## config.mk

```make
export PLATFORM = sky130hd
export DESIGN_NAME = sm_delay_line_flat
export DESIGN_NICKNAME = d
export VERILOG_FILES = /design/src/rtl/sm_delay_if.sv /design/src/rtl/sm_delay_line.sv /design/src/flat_wrapper.sv
export SDC_FILE = /design/constraint.sdc
export NUM_CORES = 1
export LEC_CHECK = 0
export ABC_AREA = 0
export BUFFER_PORTS_ARGS = -buffer_cell sky130_fd_sc_hd__buf_2
export CELL_PAD_IN_SITES_DETAIL_PLACEMENT = 1
export CELL_PAD_IN_SITES_GLOBAL_PLACEMENT = 2
export CORE_MARGIN = 2
export CORE_UTILIZATION = 44
export DETAILED_ROUTE_END_ITERATION = 16
export GPL_ROUTABILITY_DRIVEN = 1
export PLACE_DENSITY = 0.88
export REMOVE_ABC_BUFFERS = 1
export SLEW_MARGIN = 20
export SYNTH_ARGS = -nofsm -noshare
export SYNTH_HDL_FRONTEND = slang
export SYNTH_SLANG_ARGS = --single-unit
```

## constraint.sdc

```tcl
create_clock -name clk -period 5.25 [get_ports clk]
set_input_delay 0.525 -clock clk [delete_from_list [all_inputs] [get_ports clk]]
set_output_delay 0.525 -clock clk [all_outputs]
set_load 0.03 [all_outputs]
```

## src/rtl/sm_delay_if.sv

```systemverilog
// Bus bundle for the sign-magnitude delay line: control strobes, sample in, delayed sample out.
interface sm_delay_if #(
  parameter int W  = 16,
  parameter int DW = 4
);
  logic          ce;
  logic          flush;
  logic [DW-1:0] delay_sel;
  logic [W-1:0]  val_in;
  logic          sign_in;
  logic          valid_in;
  logic [W-1:0]  val_out;
  logic          sign_out;
  logic          valid_out;
  logic          busy;

  modport master (
    output ce, flush, delay_sel, val_in, sign_in, valid_in,
    input  val_out, sign_out, valid_out, busy
  );

  modport slave (
    input  ce, flush, delay_sel, val_in, sign_in, valid_in,
    output val_out, sign_out, valid_out, busy
  );
endinterface

```

## src/rtl/sm_delay_line.sv

```systemverilog
// Runtime-programmable delay line for sign-magnitude samples, counted in ce ticks,
// with flush, -0 normalisation and valid blanking while a new delay settles.
module sm_delay_line #(
  parameter int W         = 16,
  parameter int MAX_DEPTH = 8
) (
  input logic       clk,
  input logic       rst_n,
  sm_delay_if.slave bus
);
  localparam int DW = $clog2(MAX_DEPTH + 1);

  typedef struct packed {
    logic         valid;
    logic         sign;
    logic [W-1:0] val;
  } stage_t;

  stage_t        st [MAX_DEPTH];
  stage_t        tap;
  logic [DW-1:0] del_q;
  logic [DW-1:0] hold_cnt;
  logic [DW-1:0] del_req;

  function automatic logic [DW-1:0] clamp_delay(input logic [DW-1:0] d);
    if (d == '0)
      return DW'(1);
    if (d > DW'(MAX_DEPTH))
      return DW'(MAX_DEPTH);
    return d;
  endfunction

  assign del_req = clamp_delay(bus.delay_sel);

  always_ff @(posedge clk) begin
    if (!rst_n) begin
      for (int i = 0; i < MAX_DEPTH; i++)
        st[i] <= '0;
      del_q    <= DW'(1);
      hold_cnt <= '0;
    end else begin
      del_q <= del_req;
      if (bus.flush) begin
        for (int i = 0; i < MAX_DEPTH; i++)
          st[i] <= '0;
        hold_cnt <= '0;
      end else begin
        if (bus.ce) begin
          // a zero magnitude is always stored positive so -0 never escapes
          st[0] <= {bus.valid_in, bus.sign_in & (bus.val_in != '0), bus.val_in};
          for (int i = 1; i < MAX_DEPTH; i++)
            st[i] <= st[i-1];
        end
        if (del_req != del_q)
          hold_cnt <= del_req;
        else if (bus.ce && (hold_cnt != '0))
          hold_cnt <= hold_cnt - DW'(1);
      end
    end
  end

  // Output tap selected from registered stages only
  always_comb begin
    tap = '0;
    for (int i = 0; i < MAX_DEPTH; i++)
      if (del_q == DW'(i + 1))
        tap = st[i];
  end

  assign bus.busy      = (hold_cnt != '0);
  assign bus.val_out   = tap.val;
  assign bus.sign_out  = tap.sign;
  assign bus.valid_out = tap.valid & ~bus.busy;
endmodule

```

## src/flat_wrapper.sv

```systemverilog
// flat-port wrapper written by rule: the top's interface ports become plain ports
module sm_delay_line_flat 
#(
  parameter int W         = 16,
  parameter int MAX_DEPTH = 8
)
  (clk, rst_n, bus_ce, bus_flush, bus_delay_sel, bus_val_in, bus_sign_in, bus_valid_in, bus_val_out, bus_sign_out, bus_valid_out, bus_busy);
  sm_delay_if #(.W(W), .DW(($clog2(MAX_DEPTH + 1)))) bus_i ();
  input logic clk;
  input logic rst_n;
  input wire logic [$bits(bus_i.ce)-1:0] bus_ce;
  input wire logic [$bits(bus_i.flush)-1:0] bus_flush;
  input wire logic [$bits(bus_i.delay_sel)-1:0] bus_delay_sel;
  input wire logic [$bits(bus_i.val_in)-1:0] bus_val_in;
  input wire logic [$bits(bus_i.sign_in)-1:0] bus_sign_in;
  input wire logic [$bits(bus_i.valid_in)-1:0] bus_valid_in;
  output wire logic [$bits(bus_i.val_out)-1:0] bus_val_out;
  output wire logic [$bits(bus_i.sign_out)-1:0] bus_sign_out;
  output wire logic [$bits(bus_i.valid_out)-1:0] bus_valid_out;
  output wire logic [$bits(bus_i.busy)-1:0] bus_busy;
  assign bus_i.ce = bus_ce;
  assign bus_i.flush = bus_flush;
  assign bus_i.delay_sel = bus_delay_sel;
  assign bus_i.val_in = bus_val_in;
  assign bus_i.sign_in = bus_sign_in;
  assign bus_i.valid_in = bus_valid_in;
  assign bus_val_out = bus_i.val_out;
  assign bus_sign_out = bus_i.sign_out;
  assign bus_valid_out = bus_i.valid_out;
  assign bus_busy = bus_i.busy;
  sm_delay_line #(.W(W), .MAX_DEPTH(MAX_DEPTH)) u_core (.clk(clk), .rst_n(rst_n), .bus(bus_i));
endmodule
```

==> results of run 1 <==
[sequential cells by signal, indices dropped and copies added, names as in the netlist]
register / count
u_core.st: 144
u_core.hold_cnt: 4
u_core.del_q: 4
[stage by stage]
step | hold slack (ns) | power [mW] | cells | setup WS, ns
after global placement | 0.474 | 1.62 | 860 | 2.11
after floorplan | 0.441 | 1.53 | 590 | 1.27
after CTS | 0.298 | 2.85 | 892 | 1.55
after global routing | 0.336 | 2.92 | 892 | 1.61
final | 0.312 | 2.83 | 892 | 1.76
after detailed placement | 0.495 | 1.62 | 860 | 2.01
[worst max-delay path, stage by stage, from the launching register on]
cell	delay (ns)
dfxtp_2	0.63
buf_4	0.48
nand2_1	0.70
a21oi_1	0.35
a221o_1	0.17
buf_2	0.20
[cells in the final DEF, fill, tap and decap left out, types with 2 or more instances in the layout]
| cell type | netlist | routed |
|---|---|---|
| a211oi_1 | 3 | 3 |
| and3_1 | 2 | 2 |
| buf_2 | 11 | 44 |
| inv_1 | 4 | 4 |
| clkbuf_16 | 0 | 19 |
| or4_1 | 2 | 2 |
| a21oi_1 | 39 | 39 |
| nor2_2 | 1 | 2 |
| nand2b_1 | 22 | 20 |
| buf_4 | 0 | 10 |
| a221o_1 | 17 | 17 |
| edfxtp_1 | 126 | 126 |
| nand2_1 | 59 | 59 |
| mux2i_1 | 18 | 18 |
| nor3_1 | 5 | 5 |
| o31ai_1 | 18 | 18 |
| nor4_1 | 4 | 4 |
| nor2_1 | 38 | 36 |
| clkinv_2 | 0 | 4 |
| a311oi_1 | 2 | 2 |
| o21a_1 | 2 | 2 |
| clkbuf_8 | 0 | 4 |
| xnor2_1 | 3 | 3 |
| and2_1 | 126 | 126 |
| o21ai_0 | 53 | 53 |
| dfxtp_1 | 26 | 24 |
| clkbuf_1 | 28 | 3 |
| nor3b_1 | 2 | 2 |
| nand2b_2 | 1 | 3 |
[per-layer routing]
layer | vias up | routed length [um]
met5 | - | 0
li1 | 2315 | -
met2 | 103 | 8760
met1 | 2491 | 8330
met3 | 24 | 656
met4 | 0 | 325
[cell families (layout without fill, tap and decap cells)]
group,Yosys count,in the layout,share of synthesized area (%)
AND/OR/NAND/NOR,272,272,21.1
XOR/XNOR,3,3,0.371
flip-flops,152,152,60.8
adder cells (fa/ha/maj),1,1,0.177
AO/OA/AOI/OAI,138,138,12.0
buffers and inverters,47,91,2.79
multiplexers,19,19,2.76
[cell type report]
class,count,area share (%)
sequential,152,53.3
multi-input combinational,433,32.1
clock buffer,26,6.70
timing repair buffer,54,3.65
tap,216,3.34
clock inverter,6,0.696
inverter,5,0.232
[synth_stat cells, types with 3 or more instances]
cell type	n
a211oi_1	3
a21oi_1	39
a221o_1	17
and2_1	126
buf_2	11
clkbuf_1	28
dfxtp_1	26
edfxtp_1	126
inv_1	4
mux2i_1	18
nand2_1	59
nand2b_1	22
nor2_1	38
nor3_1	5
nor4_1	4
o21ai_0	53
o31ai_1	18
xnor2_1	3
[power by group]
part / internal, mW / leakage (nW) / total (mW) / switching (mW)
combinational: 0.0695 / 1.19 / 0.212 / 0.142
clock: 0.757 / 0.301 / 1.23 / 0.474
sequential: 1.35 / 1.68 / 1.39 / 0.0371
total: 2.18 / 3.17 / 2.83 / 0.653
[worst paths after layout]
path                         start                 end  slack [ns]  cells past startpoint
setup reg to reg   u_core.del_q[0]  u_core.hold_cnt[1]        2.71                      6
setup / recovery   u_core.del_q[1]      bus_val_out[0]        1.76                      5
hold reg to reg   u_core.st[0][16]    u_core.st[0][16]        0.49                      2
hold / removal               rst_n     u_core.del_q[0]        0.31                      2
==> metrics.txt, run 1 <==
final wirelength=18100 um; Post-DP HPWL=10800 um; post-layout util=51.1%; Final Hold Fails=0; I/O Pins=45; DRT iter0 DRCs=445; Synth cell types=44; CTS Root Cell=clkbuf_16; WP data required=4.72 ns; crit end category=output port; Setup Fix Bufs, Post-CTS=0; clock skew=0.00683 ns; total grt overflow=0; GR Util met1=30.2%; layout cells sized above 1=14.5%; leakage=3.17 nW; H-tree depth=4; Core Rows=46; final setup fails=0; post-CTS sizing=0; GPL Wtd Cong=0.767; CTS sink cnt=152; fin crit share=66.5%; vias in the first global route=5135; Peak Freq=286 MHz; Post-DP Area=7490 um2; WS Path Type=register to output port; initial antenna violation count=0; Die Area=17100 um2; sequential fraction of the synthesis area=60.8%; cells after synthesis=632; DIE WIDTH=131 um; maximum capacitance violations=0; status=complete, no violations; RSZ-0062 raised after global routing=false; Worst Path Max Fanout=30; CTS tree=yes; Post-synth EDFFs=126; Mean Syn Cell Area=11.2 um2; hold_buf cts=0; Arrival @ worst endpoint=2.97 ns; met3 usage=3.95%; ys async rst share=0%; Pins Over Slew Limit=0; Mapped Area=7080 um2; Max transition margin=33.8%; Synth Register Bits=152; worst skew pair latency=0.43 ns; Post-DRT Antenna Nets=0; core footprint=15800 um2; PD cells=350 nW/um2; Synth area leaders=edfxtp_1, and2_1, dfxtp_1; via count=4933; Max VDD drop=0.232 mV; # port buffers=44; area of the multi-input gates=2600 um2; DR pass1 iterations=4; routed wire length per instance=20.3 um; Worst Max-Slew Pin Slew=0.990 ns; first-pass GRT wire length=28500 um; final instance area=8090 um2; Fill cells=1710; Clock Pin Slew Worst Setup and Hold Paths=0.06 ns; busiest grt layer=met2; crit start category=register; Vias/cell=5.53; Hold Crit Class=primary input to register; total CTS buffers=17; Tmin final=3.49 ns; synthesis-to-finish area growth=14.2%; Die Y=131 um; yosys warns=0; CTS Buffer Depth=2; setup TNS=0 ns; post-synth top area share=53.4%; largest net degree at the start of global routing=61; met2 usage=36.8%; drt drc=0; area leader, netlist=edfxtp_1; sequential cell area=4310 um2; nets@finish=690; GRT Overall Usage=22.4%; Initial Util=44.8%; antenna cells=0; Top FF cell, synth=edfxtp_1
Power figures use the tool's default switching activity.
==> run 2: changes to the inputs <==
--- a/config.mk
+++ b/config.mk
@@ -10,10 +10,10 @@
 export CELL_PAD_IN_SITES_DETAIL_PLACEMENT = 1
 export CELL_PAD_IN_SITES_GLOBAL_PLACEMENT = 2
 export CORE_MARGIN = 2
-export CORE_UTILIZATION = 44
+export CORE_UTILIZATION = 37
 export DETAILED_ROUTE_END_ITERATION = 16
 export GPL_ROUTABILITY_DRIVEN = 1
-export PLACE_DENSITY = 0.88
+export PLACE_DENSITY = 0.79
 export REMOVE_ABC_BUFFERS = 1
 export SLEW_MARGIN = 20
 export SYNTH_ARGS = -nofsm -noshare
==> constraint.sdc (replaced) <==
create_clock -name clk -period 2.9 [get_ports clk]
set_input_delay 0.29 -clock clk [delete_from_list [all_inputs] [get_ports clk]]
set_output_delay 0.29 -clock clk [all_outputs]
set_load 0.03 [all_outputs]
==> metrics.txt, run 2 (same netlist as run 1, synthesis figures left out) <==
status=complete, no violations; Final Hold Fails=0; Worst R2R Start=u_core.del_q[1]; crit end category=output port; routed wire length per instance=20.0 um; worst path cell trace=buf_4 -> nor4b_4 -> buf_4 -> a221oi_1 -> a211oi_1 -> buf_2; area of the multi-input gates=2600 um2; drt drc=0; Fill cells=2026; layout cells sized above 1=14.9%; nets@finish=700; clock skew=0.00448 ns; Hold Crit Class=primary input to register; WS Path Type=register to output port; pre-CTS setup slack=0.588 ns; Clock Pin Slew Worst Setup and Hold Paths=0.06 ns; most frequent CP cell=buf_4; H-tree depth=4; combinational power share=7.9%; sequential cell area=4310 um2; first-pass GRT wire length=29600 um; GRT Overall Usage=19.2%; DIE WIDTH=142 um; delay-heaviest family, CP=buffers and inverters; register-to-register setup slack=0.55 ns; DRT iter0 DRCs=288; max FFs per register=144; Hold Crit Endpoint=u_core.del_q[0]; NetSw=1.19 mW; Sw Share=22.8%; Top reg by flops=u_core.st; GPL Wtd Cong=0.810; Worst Setup SP=u_core.del_q[1]; Die Area=20300 um2; CP peak stage delay=0.46 ns; Overall Power=5.19 mW; total CTS buffers=17; final wirelength=18400 um; critical path's slowest cell=dfxtp_2; Vias/cell=5.48; Sequential Power Share=48.2%; Worst Path Max Fanout=20; hold_buf cts=0; post-CTS sizing=0; CTS sink cnt=152; Max VDD drop=0.412 mV; Post-DP HPWL=11200 um; Core Rows=50; RSZ-0062 raised after global routing=false; initial antenna violation count=0; CTS Buffer Depth=2; Worst Max-Slew Pin Slew=0.532 ns; Pins Over Slew Limit=0; PD cells=630 nW/um2; Post-DRT Antenna Nets=0; synthesis-to-finish area growth=16.3%; CTS Root Cell=clkbuf_16; # port buffers=44; Hold Path Stages=2; Arrival @ worst endpoint=2.40 ns; commonest cells after routing, fill and taps aside=and2_1, edfxtp_1, nand2_1; final worst setup slack=0.205 ns; Reg2Reg Depth=6; final setup fails=0; Tmin final=2.69 ns; fin crit share=92.9%; CTS tree=yes; leakage=3.23 nW; antenna cells=0; Reg-to-Reg End=u_core.hold_cnt[1]; core footprint=18800 um2; Max transition margin=64.2%; top flop regs=u_core.st (144), u_core.del_q (4), u_core.hold_cnt (4); hold path startpoint=rst_n; Peak Freq=371 MHz; worst skew pair latency=0.42 ns; total grt overflow=0; crit start category=register; I/O Pins=45; largest net degree at the start of global routing=113; Setup Fix Bufs, Post-CTS=0; via count=5042; maximum capacitance violations=0; Clock power frac=43.8%; DR pass1 iterations=4; Die Y=142 um; Internal=4.01 mW; WP data required=2.61 ns; Initial Util=37.7%; vias in the first global route=5276; count of buffer and inverter cells on the critical path=3
-- run 2: changes by cell type in the layout (fill, tap and decap cells not counted), moves of 2 or more --
cell,change
buf_12,+5
buf_4,+5
clkinv_1,+5
clkbuf_8,-4
bufinv_16,+3
clkbuf_16,-2
clkinv_2,-2
-- run 2: worst reg2reg max path, stage by stage, from the launching register on --
cell and delay [ns]:
dfxtp_2 0.63, buf_4 0.38, xnor2_1 0.16, a311oi_1 0.12
nor3_1 0.48, nor2_2 0.15, mux2_4 0.32
-- run 2: layout make-up --
cell class / instances / share of cell area, %
well taps: 234 / 3.55
repair buffers: 64 / 5.25
clock inverters: 12 / 1.90
inverters: 5 / 0.228
flip-flops and latches: 152 / 52.3
clock buffers: 20 / 5.30
multi-input cells: 433 / 31.5
-- run 2: how the worst max path moves through the flow --
stage                         endpoint  slack (ns)  depth (start not counted)
CTS                      bus_valid_out        0.20                          6
floorplan            u_core.st[0][100]       -0.85                          3
detailed placement  u_core.hold_cnt[1]        0.59                          6
global placement         bus_valid_out        0.68                          6
global route             bus_valid_out        0.05                          6
finish                   bus_valid_out        0.21                          6
-- run 2: through the flow --
stage	instance area, um2	utilization, %	hold slack [ns]	TNS, ns	instances
6_report	8240	43.9	0.0786	0	920
5_1_grt	8240	43.9	0.0897	0	920
4_1_cts	8240	43.9	0.0612	0	920
3_5_place_dp	7650	40.7	0.495	0	888
3_3_place_gp	7650	40.7	0.486	0	888
2_1_floorplan	6900	-	0.352	-111.10	590
-- run 2: routing by layer --
layer | up-vias | GRT usage (%) | part of all wire (%) | wire length, um
li1 | 2342 | - | - | -
met1 | 2571 | 25.4 | 45 | 8290
met2 | 99 | 31.4 | 49 | 9070
met3 | 30 | 3.03 | 3.2 | 588
met4 | 0 | 8.13 | 2.6 | 484
met5 | - | 0 | 0 | 0
-- run 2: power groups by stage --
stage,sequential [mW],combinational (mW),clock [mW]
2_1_floorplan,2.54,0.232,0
3_3_place_gp,2.54,0.404,0
3_5_place_dp,2.55,0.414,0
4_1_cts,2.50,0.417,2.32
5_1_grt,2.52,0.450,2.41
6_report,2.50,0.412,2.28
